## src/rtl/hall_pkg.sv

```systemverilog
// Shared hall-sensor constants and commutation-sequence helpers.
package hall_pkg;

  localparam logic [2:0] HALL_BAD_LO = 3'b000;
  localparam logic [2:0] HALL_BAD_HI = 3'b111;
  localparam logic [2:0] IDX_BAD     = 3'd7;
  localparam logic [2:0] IDX_LAST    = 3'd5;

  localparam logic DIR_FWD = 1'b1;
  localparam logic DIR_REV = 1'b0;

  function automatic logic hall_legal(input logic [2:0] code);
    return (code != HALL_BAD_LO) && (code != HALL_BAD_HI);
  endfunction

  // Position in the forward 6-step sequence; illegal codes map to IDX_BAD.
  function automatic logic [2:0] hall_idx(input logic [2:0] code);
    logic [2:0] idx;
    case (code)
      3'b001:  idx = 3'd0;
      3'b011:  idx = 3'd1;
      3'b010:  idx = 3'd2;
      3'b110:  idx = 3'd3;
      3'b100:  idx = 3'd4;
      3'b101:  idx = 3'd5;
      default: idx = IDX_BAD;
    endcase
    return idx;
  endfunction

  function automatic logic [2:0] idx_next(input logic [2:0] idx);
    return (idx == IDX_LAST) ? 3'd0 : 3'(idx + 3'd1);
  endfunction

  function automatic logic [2:0] idx_prev(input logic [2:0] idx);
    return (idx == 3'd0) ? IDX_LAST : 3'(idx - 3'd1);
  endfunction

endpackage

```

## src/rtl/hall_glitch_filter.sv

```systemverilog
// Two-flop synchroniser plus stability counter; strobes accept_c once a new
// code has been seen for FILT_CYCLES consecutive synchronised samples.
module hall_glitch_filter #(
  parameter int unsigned FILT_CYCLES = 16,
  parameter int unsigned FILT_W      = 5
) (
  input  logic       clk,
  input  logic       rst,
  input  logic [2:0] hall_in,
  input  logic [2:0] current,
  output logic       accept_c,
  output logic [2:0] code
);

  localparam logic [FILT_W-1:0] CNT_MAX = FILT_W'(FILT_CYCLES - 1);
  // Arm one count early so the accept lands on the FILT_CYCLES-th sample.
  localparam logic [FILT_W-1:0] CNT_ARM = FILT_W'(FILT_CYCLES - 2);

  logic [2:0]        sync1;
  logic [2:0]        sync2;
  logic [FILT_W-1:0] cnt;

  always_ff @(posedge clk) begin
    if (rst) begin
      sync1 <= 3'b000;
      sync2 <= 3'b000;
      code  <= 3'b000;
      cnt   <= '0;
    end else begin
      sync1 <= hall_in;
      sync2 <= sync1;
      if (sync2 != code) begin
        code <= sync2;
        cnt  <= '0;
      end else if (cnt < CNT_MAX) begin
        cnt <= cnt + FILT_W'(1);
      end
    end
  end

  always_comb begin
    accept_c = (sync2 == code) && (cnt >= CNT_ARM) && (code != current);
  end

endmodule

```

## src/rtl/hall_input_conditioner.sv

```systemverilog
// Hall front end: filtered code, step/direction pulses and sequence fault
// detection feeding the downstream hall counter.
module hall_input_conditioner
  import hall_pkg::*;
#(
  parameter int unsigned FILT_CYCLES = 16,
  parameter int unsigned FILT_W      = 5
) (
  input  logic       clk,
  input  logic       rst,
  input  logic [2:0] hall_in,
  input  logic       fault_clr,
  output logic [2:0] hall_out,
  output logic       valid,
  output logic       step,
  output logic       dir,
  output logic       illegal,
  output logic       skip,
  output logic       fault
);

  logic       accept_c;
  logic [2:0] cand;
  logic [2:0] idx_new_c;
  logic [2:0] idx_old_c;
  logic       fwd_c;
  logic       rev_c;

  hall_glitch_filter #(
    .FILT_CYCLES(FILT_CYCLES),
    .FILT_W     (FILT_W)
  ) u_filter (
    .clk     (clk),
    .rst     (rst),
    .hall_in (hall_in),
    .current (hall_out),
    .accept_c(accept_c),
    .code    (cand)
  );

  // Adjacency of the candidate against the currently accepted code.
  always_comb begin
    idx_new_c = hall_idx(cand);
    idx_old_c = hall_idx(hall_out);
    fwd_c     = (idx_new_c == idx_next(idx_old_c));
    rev_c     = (idx_new_c == idx_prev(idx_old_c));
  end

  always_ff @(posedge clk) begin
    if (rst) begin
      hall_out <= 3'b000;
      valid    <= 1'b0;
      step     <= 1'b0;
      dir      <= 1'b0;
      illegal  <= 1'b0;
      skip     <= 1'b0;
      fault    <= 1'b0;
    end else begin
      step    <= 1'b0;
      illegal <= 1'b0;
      skip    <= 1'b0;
      if (fault_clr) begin
        fault <= 1'b0;
      end
      // Fault-setting assignments below come later, so set beats clear.
      if (accept_c) begin
        hall_out <= cand;
        if (!hall_legal(cand)) begin
          valid   <= 1'b0;
          illegal <= 1'b1;
          fault   <= 1'b1;
        end else if (!hall_legal(hall_out)) begin
          valid <= 1'b1;
        end else if (fwd_c) begin
          step <= 1'b1;
          dir  <= DIR_FWD;
        end else if (rev_c) begin
          step <= 1'b1;
          dir  <= DIR_REV;
        end else begin
          valid <= 1'b1;
          skip  <= 1'b1;
          fault <= 1'b1;
        end
      end
    end
  end

endmodule

```

## config.mk

```make
export PLATFORM = sky130hd
export DESIGN_NAME = hall_input_conditioner
export DESIGN_NICKNAME = d
export VERILOG_FILES = /design/src/rtl/hall_pkg.sv /design/src/rtl/hall_glitch_filter.sv /design/src/rtl/hall_input_conditioner.sv
export SDC_FILE = /design/constraint.sdc
export NUM_CORES = 1
export LEC_CHECK = 0
export ABC_AREA = 1
export CORE_UTILIZATION = 25
export DETAILED_ROUTE_END_ITERATION = 8
export PLACE_DENSITY = 0.54
export RECOVER_POWER = 100
export SLEW_MARGIN = 20
export SYNTH_ARGS = -nofsm -noshare
export SYNTH_HDL_FRONTEND = slang
export SYNTH_SLANG_ARGS = --single-unit
```

## constraint.sdc

```tcl
create_clock -name clk -period 3.39 [get_ports clk]
set_clock_uncertainty 0.05 [all_clocks]
set_input_delay 0.678 -clock clk [delete_from_list [all_inputs] [get_ports clk]]
set_output_delay 0.678 -clock clk [all_outputs]
set_load 0.05 [all_outputs]
```

[Word level (Yosys, flattened, before mapping)]
Cells that the tools add are included.
Storage, ports and cells
  bits in registers: 23
  bits in latches: 0
  RAM bits: 0
  ROM bits: 0
  bits of input ports: 6
  output and inout port bits: 9
  word-level logic and storage cells: 75
  memories kept: 0
Cells by class
  add/sub/neg operators: 3
  multipliers: 0
  divide/modulo/power cells: 0
  order comparisons: 2
  equal/unequal tests: 22
  shift-type cells: 0
  multiplexer cells: 20
  bitwise logic cells: 3
  reduce and logical (&&, ||, !) cells: 14
Operator list (number)
  $pmux 3 s6: 2
  $eq 3x3->1 const B: 7
  $mux 1: 16
  $eq 3x2->1 const B: 4
  $ne 3x3->1 const B: 4
  $eq 3x3->1: 3
  $eq 3x1->1 const B: 2
  $mux 3: 2
  $ne 3x3->1: 2
  $reduce_bool 3->1: 2
  $add 5x1->5 const B: 1
  $ge 5x4->1 const B: 1
  $lt 5x4->1 const B: 1
  $reduce_or 5->1: 1
  $logic_and 1x1->1: 4
  $reduce_and 4->1: 1
  $reduce_or 2->1: 2
  $reduce_or 4->1: 1
  $add 3x1->3 const B: 1
  $logic_not 3->1: 1
  $not 1->1: 3
  $reduce_and 3->1: 1
  $sub 3x1->3 const B: 1
  $reduce_bool 2->1: 1

[Longest topological paths before layout]
  word-level depth: 10
  gate-level depth with buffers: 13
  depth with buffers taken out: 12

[By module]
From an unflattened synthesis, not the netlist that was laid out.
Unflattened totals
  cell total of the unflattened synthesis: 179
  area total of the unflattened synthesis: 1188.6 µm²
Modules (own cells, without submodules)
  hall_glitch_filter: times used 1, cells an instance 81, area an instance 608.1 µm², sequential area each 280.3 µm²
  hall_input_conditioner: times used 1, cells an instance 98, area an instance 580.6 µm², sequential area each 180.2 µm²

[Worst setup path before layout]
No wires, ideal clock.
  path type: flip-flop to flip-flop
  start point: reg hall_out[1]
  end point: reg dir
  setup time: 0.064 ns
  data arrival time: 1.522 ns
  data required time: 3.276 ns
  path slack: 1.754 ns
  stages on the path, launching flop included: 10
  path buffers: 1
  period minus slack after synthesis: 1.636 ns
  cell sequence: dfxtp_1 -> buf_6 -> nor2_1 -> nand2_1 -> o21ai_1 -> nor2_2 -> nand4_2 -> nor2_4 -> nor2_1 -> nor2_1
Between the ends
  word-level cells in the longest chain between the ends: 7
  elaborated cells on any way between the ends: 23
  classes of those cells: add/sub: 2; eq/ne: 11; mux: 4; reduce/logical: 6
RTL lines
  start, declared: RTL line hall_input_conditioner.sv:13  | output logic [2:0] hall_out,
  start signal, assigned: RTL line hall_input_conditioner.sv:67  | hall_out <= cand;
  $eq 3x3->1, or another cell as far along: RTL line hall_pkg.sv:19  | case (code)
  $pmux 3 s6: RTL line hall_pkg.sv:19
  $add 3x1->3, or another cell as far along: RTL line hall_pkg.sv:32  | return (idx == IDX_LAST) ? 3'd0 : 3'(idx + 3'd1);
  $mux 3, on equally long branches: RTL line hall_pkg.sv:32, hall_pkg.sv:36
  $eq 3x3->1, on equally long branches: RTL line hall_input_conditioner.sv:45, hall_input_conditioner.sv:46
  $reduce_bool 2->1 (no source line)
  $reduce_and 4->1 (no source line)
  end signal, assigned: RTL line hall_input_conditioner.sv:54  | dir <= 1'b0;
  end signal, assigned: RTL line hall_input_conditioner.sv:76  | dir <= DIR_FWD;
  end signal, assigned: RTL line hall_input_conditioner.sv:79  | dir <= DIR_REV;
  end, declared: RTL line hall_input_conditioner.sv:16  | output logic dir,
Parallel ways exist; a longest one is shown, timed or not.
A chain may end at the register's enable or synchronous reset.

[Worst setup path in the final report]
  start point: reg hall_out[1]
  end point: out hall_out[1]
No word-level cell between the ends.

==> run metrics <==
status completed; hold_ws 0.353 ns; GRT overflow 0; drt wl/cell 8.19 um; ys async rst share 0; Row Count 25; Final setup viols 0; reg2reg start u_filter.code[1]; H-tree depth 1; Area Growth Syn to Fin 18.6%; clk_lat worst skew 0.26 ns; post-synth cell types 26; register area 460 um2; Longest Clk Path Bufs 2; Hold Startpoint u_filter.sync1[1]; PD cells 337 nW/um2; crit path launch hall_out[1]; CTS sink cnt 23; Post-CTS Hold Buffers 0; flops & latches, synth 23; Yosys warnings 0; number of global-route vias before repair 896; crit-path cells dlygate4sd3_1; fin nets 204; Rel. slew slack 0.635; Final Max Tran Viols 0; Total Power 494 uW; Final period util 0.712; initial detailed-routing violation count 45; routed wire length 2150 um; post-cts sizing count 0; DRC violations left 0; Required @ worst endpoint 2.66 ns; worst min path class flop to flop; GPL Wtd Cong roughly 0.75; Tmin final 2.41 ns; initial antenna violation count 0; crit-path max FO 10; Starting Density 0.261; Setup crit end kind output pin; final antenna-violating net count 0; Seq/Total Area, Yosys 0.372; CTS root buffer clkbuf_8; predominant post-synthesis flop cell dfxtp_1; Avg Vias per Cell 3.89; core area 4750 um2; CP max-delay cell dlygate4sd3_1; Crit Path Category flop to output pin; Max-Cap Viols 0; RSZ-0062 raised after global routing no; die width between 70 and 80 um; Worst VDD drop 0.220 mV; total CTS buffers 3; gr usage total 0.0911; largest net degree at the start of global routing 16; Mapped Cells 181; area of the multi-input gates 607 um2; post-CTS setup repair buffer count 0; fmax 0.414 GHz; vias post-DR 1,019; CTS tree done; die height 72.4 um; clock-pin slew of the registers on the worst-case setup and hold paths 0.08 ns; Top delay family on crit path buffers and inverters; Ports 15; number of synthesized flops with an enable pin 0; Fillers 553; worst slew pin tran 0.546 ns; CP startpoint kind flop; net count of the mapped netlist 189; CP max stage delay 0.92 ns; DR pass1 iterations 3; Worst Path Buf+Inv 1; first-pass GRT wire length about 3800 um; share of layout cells above drive strength 1 0.133; Final Hold Viols 0; Synth Area per Inst roughly 6.8 um2; antenna diode count 0; Worst EP arrival 1.69 ns; die area 5240 um2; Buffers on Ports 14; setup TNS 0 ns; post-DP HPWL 1650 um; Leak Pwr roughly 0.7 nW; Synth Cell Area approximately 1200 um2
report_power, final:
| part | switching, mW | internal [mW] |
|---|---|---|
| sequential | 0.00642 | 0.276 |
| clock | 0.0856 | 0.0820 |
| combinational | 0.0261 | 0.0179 |
cells by family (layout without fill, tap and decap cells):
| group | after synthesis | count (layout) | synth area share |
|---|---|---|---|
| AOI/OAI and AO/OA | 24 | 24 | 0.102 |
| xor gates and xnor gates | 4 | 4 | 0.0283 |
| adders and majority gates | 2 | 2 | 0.0202 |
| buffers and inverters | 39 | 53 | 0.131 |
| DFF | 23 | 23 | 0.372 |
| and+or+nand+nor | 89 | 89 | 0.346 |
sequential cells by signal, summed over array words and instances (netlist names):
| name | flops |
|---|---|
| u_filter.sync2 | 3 |
| step | 1 |
| illegal | 1 |
| u_filter.cnt | 5 |
| dir | 1 |
| valid | 1 |
| hall_out | 3 |
| fault | 1 |
| u_filter.code | 3 |
| u_filter.sync1 | 3 |
| skip | 1 |
per-layer routing:
metal | global-route usage | part of all wire | up-vias
li1 | - | - | 575
met1 | 0.122 | 0.52 | 429
met2 | 0.141 | 0.43 | 13
met3 | 0.0333 | 0.038 | 2
met4 | 0.0174 | 0.0033 | 0
met5 | 0 | 0 | -
placed cells by master (no fill, tap or decap), types with 3 or more instances in the layout:
cell,netlist,layout
nand2_1,41,42
inv_1,27,27
nor2_1,23,23
dfxtp_1,23,23
a21oi_1,10,10
dlygate4sd3_1,0,10
o21ai_0,7,7
nand2_2,8,7
inv_2,5,5
xnor2_1,4,4
o21ai_1,4,4
nand3_1,4,4
clkdlybuf4s50_1,0,4
nand2_4,3,3
clkinv_1,3,3
clkbuf_8,0,3
final timing paths:
check,slack (ns),end,cells past startpoint
min reg2reg,0.35,u_filter.sync2[1],2
max,0.98,hall_out[1],1
max reg2reg,1.86,dir,8
min,0.35,u_filter.sync2[1],2
cells in the mapped netlist, drive strengths merged, types with 2 or more instances:
cell | instances | share of area
a21oi | 10 | 0.040
buf | 3 | 0.022
clkinv | 3 | 0.0091
dfxtp | 23 | 0.37
ha | 2 | 0.020
inv | 32 | 0.097
nand2 | 52 | 0.19
nand3 | 6 | 0.032
nand4 | 2 | 0.015
nor2 | 27 | 0.098
o21a | 2 | 0.012
o21ai | 11 | 0.044
xnor2 | 4 | 0.028
cell type report:
| class | count | area share |
|---|---|---|
| clock buffers | 3 | 0.0281 |
| flip-flops and latches | 23 | 0.313 |
| clock inverters | 1 | 0.00341 |
| well taps | 67 | 0.0571 |
| multi-input cells | 119 | 0.413 |
| inverters | 35 | 0.0894 |
| repair buffers | 14 | 0.0954 |
through the flow:
stage	instance area [um2]	util	setup slack (ns)	std cells
after detailed placement	1430	0.301	1.20	258
after global routing	1470	0.309	0.922	262
after floorplan	1240	-	1.75	181
after CTS	1480	0.311	1.00	262
after global placement	1430	0.301	1.22	258
final	1470	0.309	0.976	262
(Power assumes the default switching activity.)
